`src/rtl/mod_n_counter.sv`:
```
// Modulo-N up/down counter with load range check, cascade terminal count and wrap pulse.
// Optional saturating wrap tally enabled by defining COUNT_WRAP_CNT_EN.
module mod_n_counter #(
  parameter int MODULO = 12,
  parameter int WIDTH  = 4,
  parameter int WRAP_W = 8
) (
  input  logic             clock,
  input  logic             reset,
  input  logic             enable,
  input  logic             load,
  input  logic             mode,
  input  logic [WIDTH-1:0] data_in,
  output logic [WIDTH-1:0] data_out,
  output logic             tc,
  output logic             wrap,
  output logic             load_err
`ifdef COUNT_WRAP_CNT_EN
  ,
  output logic [WRAP_W-1:0] wrap_count
`endif
);

  localparam logic [WIDTH-1:0] MAX_VAL = WIDTH'(MODULO - 1);
  localparam logic [WIDTH:0]   MOD_EXT = (WIDTH + 1)'(MODULO);

  if (MODULO < 2 || MODULO > 2 ** WIDTH || WRAP_W < 1) begin : g_param_check
    $error("mod_n_counter: illegal MODULO/WIDTH/WRAP_W combination");
  end

  logic [WIDTH-1:0] r_count;
  logic             r_wrap;
  logic             r_load_err;
  logic             w_at_max;
  logic             w_at_zero;
  logic             w_wrap_evt;
  logic             w_load_ok;

  // Explicit compares keep power-of-two MODULO from relying on natural overflow.
  function automatic logic [WIDTH-1:0] next_count(input logic [WIDTH-1:0] cnt,
                                                  input logic up);
    if (up)
      return (cnt == MAX_VAL) ? '0 : cnt + 1'b1;
    else
      return (cnt == '0) ? MAX_VAL : cnt - 1'b1;
  endfunction

  assign w_at_max   = (r_count == MAX_VAL);
  assign w_at_zero  = (r_count == '0);
  assign w_wrap_evt = mode ? w_at_max : w_at_zero;
  assign w_load_ok  = ({1'b0, data_in} < MOD_EXT);

  assign tc       = enable & ~load & ~reset & w_wrap_evt;
  assign data_out = r_count;
  assign wrap     = r_wrap;
  assign load_err = r_load_err;

  always_ff @(posedge clock) begin
    if (reset) begin
      r_count    <= '0;
      r_wrap     <= 1'b0;
      r_load_err <= 1'b0;
    end else if (load) begin
      if (w_load_ok) begin
        r_count    <= data_in;
        r_load_err <= 1'b0;
      end else begin
        r_load_err <= 1'b1;
      end
      r_wrap <= 1'b0;
    end else if (enable) begin
      r_count    <= next_count(r_count, mode);
      r_wrap     <= w_wrap_evt;
      r_load_err <= 1'b0;
    end else begin
      r_wrap     <= 1'b0;
      r_load_err <= 1'b0;
    end
  end

`ifdef COUNT_WRAP_CNT_EN
  logic [WRAP_W-1:0] r_wrap_count;

  function automatic logic [WRAP_W-1:0] sat_inc(input logic [WRAP_W-1:0] val);
    return (&val) ? val : val + 1'b1;
  endfunction

  // Load never clears the tally; only reset does.
  always_ff @(posedge clock) begin
    if (reset)
      r_wrap_count <= '0;
    else if (!load && enable && w_wrap_evt)
      r_wrap_count <= sat_inc(r_wrap_count);
  end

  assign wrap_count = r_wrap_count;
`endif

endmodule

```
`config.mk`:
```
export PLATFORM = sky130hd
export DESIGN_NAME = mod_n_counter
export DESIGN_NICKNAME = d
export VERILOG_FILES = /design/src/rtl/mod_n_counter.sv
export SDC_FILE = /design/constraint.sdc
export NUM_CORES = 1
export LEC_CHECK = 0
export BUFFER_PORTS_ARGS = -buffer_cell sky130_fd_sc_hd__buf_4
export CAP_MARGIN = 10
export CORE_AREA = 2 2 39 41
export DETAILED_ROUTE_END_ITERATION = 16
export DIE_AREA = 0 0 41 43
export PLACE_DENSITY = 0.59
export SLEW_MARGIN = 20
export SYNTH_ARGS = -nofsm -noshare
export SYNTH_HDL_FRONTEND = slang
export SYNTH_SLANG_ARGS = --single-unit
```
`constraint.sdc`:
```
create_clock -name clock -period 1.9 [get_ports clock]
set_clock_uncertainty 0.15 [all_clocks]
set_input_delay 0.095 -clock clock [delete_from_list [all_inputs] [get_ports clock]]
set_output_delay 0.095 -clock clock [all_outputs]
set_load 0.01 [all_outputs]
```
==> insert_results.sql <==
INSERT INTO impl_metrics (metric_group, metric, value, unit) VALUES
('grt', 'grt.total_usage', '14.4', '%'),
('setup_path', 'ordered_cell_list_for_the_critical_path', 'inv_1 > ha_1 > nand2b_1 > o21ai_0 > and4_1 > buf_4', ''),
('setup_path', 'critPathRequiredTime', '1.65', 'ns'),
('setup_path', 'cp-start-kind', 'register', ''),
('clock_network', 'cts.reportedPaths.clkPinSlew', '0.05', 'ns'),
('layout', 'final_util', '43.1', '%'),
('synthesis', 'ys_types', '30', ''),
('timing', 'post-route-min-period', '1.73', 'ns'),
('layout', 'num-nets-final', '87', ''),
('floorplanning', 'die_height', '43', 'um'),
('power', 'p_per_area', '633', 'nW/um2'),
('power', 'p_leak', '0.270', 'nW'),
('status', 'run_status', 'finished clean', ''),
('floorplanning', 'die-area', '1760', 'um2'),
('synthesis', 'syn_nets', '69', ''),
('synthesis', 'number_of_flops_mapped_to_enable_cells_by_yosys', '0', ''),
('synthesis', 'post_synth_inst_count', '58', ''),
('power', 'power_switching_share', '30.6', '%'),
('place', 'dp.final_hpwl', '773', 'um'),
('setup_path', 'crit_path_top_delay_cell', 'dfxtp_2', ''),
('clock_network', 'numCtsBuffers', '3', ''),
('flow_run', 'max_capacitance_violation_count', '0', ''),
('setup_path', 'path_class', 'reg2out', ''),
('clock_network', 'clock_latency', '0.25', 'ns'),
('timing', 'postLayoutSetupSlackWorst', '0.166', 'ns'),
('timing', 'layout_worst_path_cycle_share', '91.3', '%'),
('min_path', 'timing.hold.worst.class', 'in2reg', ''),
('clock_network', 'htreeDepth', '1', ''),
('timing', 'rsz0062_at_grt', 'false', ''),
('synthesis', 'post_synth_instance_area', '453', 'um2'),
('timing', 'slew_viol_final', '0', ''),
('layout', 'syn_to_final_growth', '31.8', '%'),
('place', 'place_ws', '0.343', 'ns'),
('route', 'detailroute.via_count', '490', ''),
('floorplanning', 'fp.dieW', '41', 'um'),
('route', 'wl_per_cell', '11.2', 'um'),
('clock_network', 'cts_sinks', '6', ''),
('route', 'detail_route.first_pass.iterations', '4', ''),
('setup_path', 'critical_path_arrival', '1.49', 'ns'),
('setup_path', 'cp-end-kind', 'primary output', ''),
('floorplanning', 'top_level_ports', '16', ''),
('layout', 'drive_gt1_share', '31.1', '%'),
('synthesis', 'sequential_element_share_of_the_synthesized_area', '26.5', '%'),
('place', 'placedCellCount', '86', ''),
('route', 'route.final.wire_length', '1.01', 'mm'),
('power', 'net-switching-power', '0.000116', 'W'),
('synthesis', 'ys.flop_type', 'dfxtp_1', ''),
('floorplanning', 'rows', '14', ''),
('timing', 'setup_viol_count_final', '0', ''),
('route', 'post_route_antenna_net_violation_count', '0', ''),
('timing', 'max_freq', '0.577', 'GHz'),
('setup_path', 'critical-path-top-delay-family', 'flip-flops', ''),
('timing', 'fin_tns_setup', '0', 'ns'),
('setup_path', 'slowest_delay', '0.38', 'ns'),
('clock_network', 'tritoncts', 'yes', ''),
('route', 'vias_per_inst', '5.44', ''),
('timing', 'report.final.hold_viol_count', '0', ''),
('grt', 'via_count_of_the_first_global_routing_pass', '402', ''),
('power', 'ir_worst_vdd', '0.323', 'mV'),
('layout', 'antenna_cells', '0', ''),
('power', 'clkPwrFrac', '32.7', '%'),
('synthesis', 'async_flop_share', '0', '%'),
('power', 'seq_power_share', '39.8', '%'),
('setup_path', 'critical_path_peak_fanout', '8', ''),
('setup_path', 'critPathBufInv', '2', ''),
('synthesis', 'synth_seq_cells', '6', ''),
('clock_network', 'clockBufferDepth', '2', ''),
('power', 'combinationalPowerShare', '27.5', '%'),
('floorplanning', 'start_util', '32.7', '%'),
('timing', 'tightestPinTransition', '0.312', 'ns'),
('timing', 'fin_hold_ws', '0.0139', 'ns'),
('layout', 'layoutNonFillerInstCount', '90', ''),
('grt', 'globalRoute.totalOverflow', '0', ''),
('grt', 'grt_antenna_before_repair', '0', ''),
('synthesis', 'ys_warn_count', '0', ''),
('timing', 'timing.slew.headroom', '79.2', '%'),
('floorplanning', 'design.core.area', '1380', 'um2'),
('place', 'finalWeightedCongestion', '0.762', ''),
('route', 'drt_iter0_markers', '12', ''),
('grt', 'grt_start_max_net_pins', '12', ''),
('grt', 'first_pass_grt_wire_length', '1.64', 'mm'),
('route', 'drc', '0', ''),
('power', 'power.internal', '0.000262', 'W'),
('clock_network', 'root_buffer', 'clkbuf_4', ''),
('place', 'buffer_ports.inserted', '15', ''),
('synthesis', 'mean_cell_area_of_the_mapped_netlist', '7.81', 'um2');
power groups by stage:
stage	Sequential [W]	Combinational, W	Clock [W]
finish	0.000151	0.000104	0.000123
global route	0.000153	0.000118	0.000137
CTS	0.000150	0.000105	0.000131
detailed placement	0.000152	0.000103	0
global placement	0.000152	0.000102	0
floorplan	0.000150	0.0000668	0
placed cells by master, fill, tap and decap left out, types with 3 or more instances in the layout:
master	netlist	routed
o21ai_0	4	4
nand3_1	3	3
nand2_1	3	3
clkbuf_4	0	3
inv_1	6	6
dfxtp_1	6	4
buf_4	1	15
a21oi_1	3	3
nor2_1	3	3
a31oi_1	3	3
path summary, 6_finish.rpt:
| path | cells after the start | from | end | slack [ns] |
|---|---|---|---|---|
| max | 6 | data_out[0] | tc | 0.17 |
| min | 3 | data_in[2] | load_err | 0.01 |
| min reg2reg | 2 | data_out[1] | data_out[1] | 0.37 |
| max reg2reg | 6 | data_out[0] | data_out[1] | 0.40 |
per-layer routing:
metal | GRT usage (%) | share of wire, %
met2 | 20.6 | 50
met5 | 0 | 0
met3 | 9.42 | 10
met1 | 17.0 | 40
met4 | 4.00 | 0.50
through the flow:
stage / area [um2] / power [W]
after floorplan: 453 / 0.000217
after global placement: 562 / 0.000255
after CTS: 594 / 0.000386
after global routing: 597 / 0.000408
after detailed placement: 562 / 0.000255
final: 597 / 0.000378
worst register-to-register path, cell delays in order, from the launching register on:
cell and delay (ns):
dfxtp_2 0.38, inv_1 0.08, ha_1 0.30, xor2_1 0.16, nor2_1 0.09, a211oi_1 0.05, a211oi_1 0.21
synth_stat cells, types with 2 or more instances:
library cell,instances,share of area [%]
ha_1,2,5.5
nand2b_1,2,2.8
a21oi_1,3,3.3
nand3b_1,2,3.3
and4_1,2,3.9
dfxtp_1,6,27
inv_1,6,5.0
nand3_1,3,3.3
nor2_1,3,2.5
o21ai_0,4,4.4
a211oi_1,2,3.3
a31oi_1,3,4.1
nand2_1,3,2.5
layout make-up:
type	instances	area (um2)
fill	141	787
multi-input combinational	43	287
sequential	6	123
timing repair buffer	16	123
clock buffer	3	22.5
inverter	6	22.5
tap	16	20.0
logic make-up (layout without fill, tap and decap cells):
group | Yosys count | count (layout) | share of synthesized area [%]
XOR/XNOR | 1 | 1 | 1.93
AND/OR/NAND/NOR | 20 | 20 | 25.7
adder cells (fa/ha/maj) | 2 | 2 | 5.52
buffers and inverters | 9 | 25 | 10.2
flip-flops | 6 | 6 | 26.5
AO/OA/AOI/OAI | 20 | 20 | 30.1
state kept, by name, summed over array words and instances, names as in the netlist:
| register | count |
|---|---|
| data_out | 4 |
| load_err | 1 |
| wrap | 1 |
timing repair:
action                                 CTS  global route
setup buffers                            0             0
resized for setup                        0             2
setup endpoints to repair                0             1
hold buffers                             1             0
endpoints found under the hold margin    4             0
Power figures use the tool's default switching activity.
